<file path="src/rtl/usb_rx.sv">
// USB full-speed receiver: NRZI bit recovery, unstuffing, SYNC/PID checks, DATA payload into the shared buffer.
// Latency: 2-cycle line sync, mid-bit sampling; store/flush/ready pulses one cycle after the deciding sample.
// Backpressure: none on the line; a store into a full (64) buffer aborts the packet into the error state.
module usb_rx #(
    parameter int CLKS_PER_BIT = 8,
    parameter int BIT_STUFF    = 1
) (
    input  logic       clk,
    input  logic       n_rst,
    input  logic       dplus_in,
    input  logic       dminus_in,
    input  logic [6:0] buffer_occupancy,
    output logic [2:0] rx_packet,
    output logic       rx_data_ready,
    output logic       rx_transfer_active,
    output logic       rx_error,
    output logic       flush,
    output logic       store_rx_packet_data,
    output logic [7:0] rx_packet_data
);

    localparam int HALF = CLKS_PER_BIT / 2;
    localparam int CW   = $clog2(CLKS_PER_BIT);

    typedef enum logic [3:0] {
        S_IDLE, S_SYNC, S_PID, S_TOKEN, S_DATA, S_EOP, S_EOPJ, S_ERR, S_ERRJ
    } state_t;

    state_t        state, state_nxt;
    logic          dp_meta, dm_meta, dp_s, dm_s, dp_d, dm_d;
    logic [CW-1:0] cnt;
    logic          prev_lvl;
    logic [2:0]    ones, bitcnt;
    logic [7:0]    shreg, hold0, hold1, byte_val;
    logic [1:0]    held, held_nxt, tok_cnt, tok_nxt;
    logic          is_data, is_data_nxt;
    logic [2:0]    pkt_nxt;
    logic          line_edge, jk_start, smp, line_se0, line_j, line_k, nrzi_bit;
    logic          data_smp, se0_smp, stuff_slot, stuff_err, kept, byte_stb, start, buf_full;
    logic          hold_push, store_nxt, flush_nxt, ready_nxt, to_err;

    always_ff @(posedge clk or negedge n_rst) begin
        if (!n_rst) begin
            dp_meta <= 1'b1; dp_s <= 1'b1; dp_d <= 1'b1;
            dm_meta <= 1'b0; dm_s <= 1'b0; dm_d <= 1'b0;
        end else begin
            dp_meta <= dplus_in;  dp_s <= dp_meta; dp_d <= dp_s;
            dm_meta <= dminus_in; dm_s <= dm_meta; dm_d <= dm_s;
        end
    end

    assign line_edge = (dp_s != dp_d) || (dm_s != dm_d);
    assign jk_start  = dp_d & ~dm_d & ~dp_s & dm_s;
    assign line_se0  = ~dp_s & ~dm_s;
    assign line_j    = dp_s & ~dm_s;
    assign line_k    = ~dp_s & dm_s;
    // An edge cycle never samples, so a restart can't double-count a bit.
    assign smp       = (cnt == CW'(HALF)) && !line_edge;
    assign se0_smp   = smp & line_se0;
    assign data_smp  = smp & ~line_se0;
    assign nrzi_bit  = (dp_s == prev_lvl);
    assign stuff_slot = (BIT_STUFF != 0) && (ones == 3'd6);
    assign stuff_err = data_smp & stuff_slot & nrzi_bit;
    assign kept      = data_smp & ~stuff_slot;
    assign byte_stb  = kept && (bitcnt == 3'd7);
    assign byte_val  = {nrzi_bit, shreg[7:1]};
    assign start     = (state == S_IDLE) && jk_start;
    assign buf_full  = (buffer_occupancy >= 7'd64);

    always_ff @(posedge clk or negedge n_rst) begin
        if (!n_rst) begin
            cnt      <= '0;
            prev_lvl <= 1'b1;
            ones     <= '0;
            bitcnt   <= '0;
            shreg    <= '0;
        end else begin
            if (line_edge)
                cnt <= CW'(1);
            else if (cnt == CW'(CLKS_PER_BIT - 1))
                cnt <= '0;
            else
                cnt <= cnt + CW'(1);

            if (data_smp)
                prev_lvl <= dp_s;

            if (start) begin
                ones   <= '0;
                bitcnt <= '0;
                shreg  <= '0;
            end else if (data_smp) begin
                if (stuff_slot) begin
                    ones <= '0;
                end else begin
                    if (!nrzi_bit)
                        ones <= '0;
                    else if (ones != 3'd7)
                        ones <= ones + 3'd1;
                    shreg  <= byte_val;
                    bitcnt <= bitcnt + 3'd1;
                end
            end
        end
    end

    always_ff @(posedge clk or negedge n_rst) begin
        if (!n_rst)
            state <= S_IDLE;
        else
            state <= state_nxt;
    end

    always_comb begin
        state_nxt   = state;
        pkt_nxt     = rx_packet;
        is_data_nxt = is_data;
        held_nxt    = held;
        tok_nxt     = tok_cnt;
        hold_push   = 1'b0;
        store_nxt   = 1'b0;
        flush_nxt   = 1'b0;
        ready_nxt   = 1'b0;
        to_err      = 1'b0;
        case (state)
            S_IDLE: begin
                if (jk_start) begin
                    state_nxt   = S_SYNC;
                    pkt_nxt     = 3'd0;
                    is_data_nxt = 1'b0;
                    held_nxt    = 2'd0;
                    tok_nxt     = 2'd0;
                end
            end
            S_SYNC: begin
                if (stuff_err || se0_smp)
                    to_err = 1'b1;
                else if (byte_stb) begin
                    if (byte_val == 8'h80) state_nxt = S_PID;
                    else                   to_err    = 1'b1;
                end
            end
            S_PID: begin
                if (stuff_err || se0_smp)
                    to_err = 1'b1;
                else if (byte_stb) begin
                    if (byte_val[3:0] != ~byte_val[7:4]) begin
                        to_err = 1'b1;
                    end else begin
                        case (byte_val[3:0])
                            4'b0001: begin pkt_nxt = 3'd1; state_nxt = S_TOKEN; end
                            4'b1001: begin pkt_nxt = 3'd2; state_nxt = S_TOKEN; end
                            4'b0011: begin pkt_nxt = 3'd3; state_nxt = S_DATA; flush_nxt = 1'b1; is_data_nxt = 1'b1; end
                            4'b1011: begin pkt_nxt = 3'd4; state_nxt = S_DATA; flush_nxt = 1'b1; is_data_nxt = 1'b1; end
                            4'b0010: begin pkt_nxt = 3'd5; state_nxt = S_EOP; end
                            4'b1010: begin pkt_nxt = 3'd6; state_nxt = S_EOP; end
                            default: begin pkt_nxt = 3'd7; state_nxt = S_EOP; end
                        endcase
                    end
                end
            end
            S_TOKEN: begin
                if (stuff_err)
                    to_err = 1'b1;
                else if (se0_smp) begin
                    if (bitcnt == 3'd0 && tok_cnt == 2'd2) state_nxt = S_EOPJ;
                    else                                   to_err    = 1'b1;
                end else if (byte_stb) begin
                    if (tok_cnt == 2'd2) to_err  = 1'b1;
                    else                 tok_nxt = tok_cnt + 2'd1;
                end
            end
            S_DATA: begin
                // The newest two bytes are held back so the CRC16 never reaches the buffer.
                if (stuff_err)
                    to_err = 1'b1;
                else if (se0_smp) begin
                    if (bitcnt == 3'd0 && held == 2'd2) state_nxt = S_EOPJ;
                    else                                to_err    = 1'b1;
                end else if (byte_stb) begin
                    if (held == 2'd2) begin
                        if (buf_full) begin
                            to_err = 1'b1;
                        end else begin
                            store_nxt = 1'b1;
                            hold_push = 1'b1;
                        end
                    end else begin
                        hold_push = 1'b1;
                        held_nxt  = held + 2'd1;
                    end
                end
            end
            S_EOP: begin
                if (stuff_err || byte_stb)
                    to_err = 1'b1;
                else if (se0_smp) begin
                    if (bitcnt == 3'd0) state_nxt = S_EOPJ;
                    else                to_err    = 1'b1;
                end
            end
            S_EOPJ: begin
                if (smp && line_j) begin
                    state_nxt = S_IDLE;
                    ready_nxt = is_data;
                end else if (smp && line_k) begin
                    to_err = 1'b1;
                end
            end
            S_ERR: begin
                if (se0_smp) state_nxt = S_ERRJ;
            end
            S_ERRJ: begin
                if (smp && line_j)      state_nxt = S_IDLE;
                else if (smp && line_k) state_nxt = S_ERR;
            end
            default: state_nxt = S_IDLE;
        endcase
        if (to_err) begin
            state_nxt = se0_smp ? S_ERRJ : S_ERR;
            store_nxt = 1'b0;
            hold_push = 1'b0;
        end
    end

    always_ff @(posedge clk or negedge n_rst) begin
        if (!n_rst) begin
            rx_packet            <= '0;
            rx_data_ready        <= 1'b0;
            rx_transfer_active   <= 1'b0;
            rx_error             <= 1'b0;
            flush                <= 1'b0;
            store_rx_packet_data <= 1'b0;
            rx_packet_data       <= '0;
            is_data              <= 1'b0;
            held                 <= '0;
            tok_cnt              <= '0;
            hold0                <= '0;
            hold1                <= '0;
        end else begin
            rx_packet            <= pkt_nxt;
            is_data              <= is_data_nxt;
            held                 <= held_nxt;
            tok_cnt              <= tok_nxt;
            flush                <= flush_nxt;
            rx_data_ready        <= ready_nxt;
            store_rx_packet_data <= store_nxt;
            rx_transfer_active   <= (state_nxt != S_IDLE);
            if (store_nxt)
                rx_packet_data <= hold1;
            if (hold_push) begin
                hold1 <= hold0;
                hold0 <= byte_val;
            end
            if (start)
                rx_error <= 1'b0;
            else if (to_err)
                rx_error <= 1'b1;
        end
    end

endmodule

</file>
<file path="config.mk">
export PLATFORM = sky130hd
export DESIGN_NAME = usb_rx
export DESIGN_NICKNAME = d
export VERILOG_FILES = /design/src/rtl/usb_rx.sv
export SDC_FILE = /design/constraint.sdc
export NUM_CORES = 1
export LEC_CHECK = 0
export ABC_AREA = 1
export BUFFER_PORTS_ARGS = -buffer_cell sky130_fd_sc_hd__buf_2
export CAP_MARGIN = 20
export CORE_AREA = 2 2 69 84
export DETAILED_ROUTE_END_ITERATION = 8
export DIE_AREA = 0 0 71 86
export GPL_ROUTABILITY_DRIVEN = 0
export GPL_TIMING_DRIVEN = 0
export PLACE_DENSITY_LB_ADDON = 0.2
export SLEW_MARGIN = 10
export SYNTH_ARGS = -nofsm -noshare
export SYNTH_HDL_FRONTEND = slang
export SYNTH_SLANG_ARGS = --single-unit
</file>
<file path="constraint.sdc">
create_clock -name clk -period 5.9 [get_ports clk]
set_input_delay 0.295 -clock clk [delete_from_list [all_inputs] [get_ports clk]]
set_output_delay 0.295 -clock clk [all_outputs]
set_load 0.02 [all_outputs]
</file>
==> results.md <==
- Status: complete, no violations
- Fin Setup TNS: 0 ns
- Max-cap violations: 0
- Most used cell along the critical path: nand2_1
- Part of the Yosys area used for sequential elements: 0.494
- FP Rows: 29
- Root Driver: clkbuf_8
- Commonest non-fill, non-tap cell in the layout: nand2_1
- VDD IR max: 0.185 mV
- Layout cell share with drive strength beyond 1: 0.165
- Nets: 440
- Worst path max stage delay: 0.58 ns
- CTS H-tree lvls: 3
- Antenna Nets Post-Route: 0
- Drt drc: 0
- Final HPWL DP: 4.60 mm
- Post-Syn Area per Cell: 8.41 um2
- EDFF count, synth: 0
- Net switching power: 0.000368 W
- Routed via count: 2,613
- Synthesized net count: 409
- Commonest non-fill, non-tap cells in the layout: nand2_1, dfrtp_1, inv_1
- CP required: 6.14 ns
- Yosys reg bits: 64
- First-pass GRT wire length: 10.9 mm
- Cts hold-fix bufs: 0
- Die Area: 6110 um2
- Top cell type by total area after synthesis: dfrtp_1
- Slowest CP cell: dfstp_2
- Int Power: 0.000804 W
- Initial Utilization: 0.618
- Main synth FF type: dfrtp_1
- Core region area: 5260 um2
- Worst Path Max Fanout: 7
- CTS clk-pin slew, worst paths: 0.07 ns
- Num ports: 27
- Worst-path cell chain: inv_2 -> nand2_1 -> nand2_2 -> nor2_4 -> nand2_1 -> nor2_2 -> nand2_1 -> nor2_1 -> nor2_1 -> nand2_1 -> nand2_1 -> nand2_1 -> nand2_1 -> nand2_2 -> nand2_2 -> inv_2 -> nand2_1
- Vias per cell: 5.39
- CP endpoint kind: flop
- RSZ-0062 raised after global routing: false
- Post-CTS Setup Bufs: 0
- HP Class: in2async
- Yosys warns: 0
- Top delay family on crit path: simple AND/OR/NAND/NOR gates
- Final Max Tran Viols: 0
- Clock Tree Buf Depth: 2
- Dpl ws: 3.68 ns
- Sequential share of power: 0.428
- Slew @ Worst Pin: 0.766 ns
- Drt pass-1 iters: 4
- Setup crit start kind: flop
- Leakage: 1.93 nW
- Die W: 71 um
- CTS tree: built
- WP data arrival: 2.49 ns
- Die height: 86 um
- Pin count of the biggest net entering global routing: 65
- Async set-or-reset flop fraction in the synthesized netlist: 1.00
- Iter 0 DRT Violations: 153
- Post-route setup slack: 3.64 ns
- Initial antenna violation count: 0
- Synth area leaders: dfrtp_1, nand2_1, o21ai_0, inv_1, ha_1
- Library cells used by synthesis: 34
- Clock power frac: 0.361
- Crit path time final: 2.26 ns
- Post-route clock skew: 0.00750 ns
- Clk_lat worst skew: 0.35 ns
- Net Sw Frac: 0.314
- WL final: 6.32 mm
- Gate Count Post-Synth: 387
- Num CTS Buffers: 9
- Resize count post-CTS: 0
- Mapped Area: 3250 um2
- Synth top area share: 0.462
- Final Cycle Share: 0.382
- CTS Sinks: 64
- WP buf/inv: 2
- Final Setup Violations: 0
- Vias in the first global route: 2,510
- Slew HR: 0.489
- CP Class: reg2reg
- WL per Instance: 13.0 um
- GR Overflow Total: 0
- FMAX: 443 MHz
- Diode count: 0
- GRT Util Overall: 0.232
- Area grow syn2layout: 12.6%
- I/O Buffers: 20
- Comb pwr share: 0.211
- Power per Cell Area: 320 nW/um2
- Final hold vios: 0
## synthesized netlist by cell type (all sizes together), types with 2 or more instances
master  number
nand2      106
nor2        35
clkbuf       3
buf          2
inv         54
dfrtp       60
nor3         9
a21oi        3
ha          11
o21ai       44
dfstp        4
mux2         9
nand3b       2
nand3       28
nand4        9
## flip-flops by register name, indices dropped and copies added (netlist names), 2 cells and up
register	cells
rx_packet	3
ones	3
hold1	8
state	4
bitcnt	3
held	2
rx_packet_data	8
cnt	3
hold0	8
shreg	7
tok_cnt	2
## cell type report
class                           count  area, um2
Sequential cell                    64       1610
Fill cell                         432       1600
Multi-Input combinational cell    264       1420
Inverter                           54        203
Clock buffer                       10        138
Timing Repair Buffer               20        103
Clock inverter                      6       92.6
Tap cell                           62       77.6
Buffer                              5       27.5
## final timing paths
path                       depth (start not counted)  slack (ns)  startpoint                  to
max                                               17        3.64        dp_s  rx_transfer_active
min                                                1        0.02       n_rst   rx_packet_data[4]
max reg2reg                                       17        3.64        dp_s  rx_transfer_active
min reg2reg                                        0        0.36     dp_meta                dp_s
max in group asynchronous                          1        5.37       n_rst          tok_cnt[1]
min in group clk                                   1        0.05    dplus_in             dp_meta
## cells by family after synthesis
family | synth area share
buf+inv | 0.0708
xor+xnor | 0.00269
compound gates | 0.0815
fa+ha+maj | 0.0423
simple gates | 0.273
mux | 0.0358
flops | 0.494
## power groups by stage
stage | clock, W | combinational, W | sequential (W)
4_1_cts | 0.000435 | 0.000248 | 0.000501
3_5_place_dp | 0 | 0.000243 | 0.000510
2_1_floorplan | 0 | 0.000170 | 0.000517
3_3_place_gp | 0 | 0.000236 | 0.000508
5_1_grt | 0.000454 | 0.000284 | 0.000506
6_report | 0.000422 | 0.000248 | 0.000502
## metrics by stage
| step | std cells | util | area, um2 | hold slack [ns] | power [W] |
|---|---|---|---|---|---|
| floorplan | 387 | - | 3250 | -0.000591 | 0.000687 |
| global placement | 469 | 0.652 | 3430 | 0.334 | 0.000744 |
| detailed placement | 469 | 0.653 | 3430 | 0.346 | 0.000752 |
| CTS | 485 | 0.696 | 3660 | 0.0268 | 0.00118 |
| global route | 485 | 0.696 | 3660 | 0.0243 | 0.00124 |
| finish | 485 | 0.696 | 3660 | 0.0239 | 0.00117 |
## worst reg2reg max path: stages (launching register included)
cell and delay (ns):
dfstp_2 0.58, inv_2 0.08, nand2_1 0.10, nand2_2 0.10
nor2_4 0.17, nand2_1 0.10, nor2_2 0.17, nand2_1 0.10
nor2_1 0.13, nor2_1 0.05, nand2_1 0.06, nand2_1 0.04
nand2_1 0.09, nand2_1 0.11, nand2_2 0.12, nand2_2 0.07
inv_2 0.04, nand2_1 0.04
## layer usage
layer / vias up / share of wire / global-route usage
met5: - / 0 / 0
met1: 1225 / 0.41 / 0.259
li1: 1310 / - / -
met2: 67 / 0.51 / 0.406
met4: 0 / 0.025 / 0.0926
met3: 11 / 0.053 / 0.0787
(Power assumes the default switching activity.)
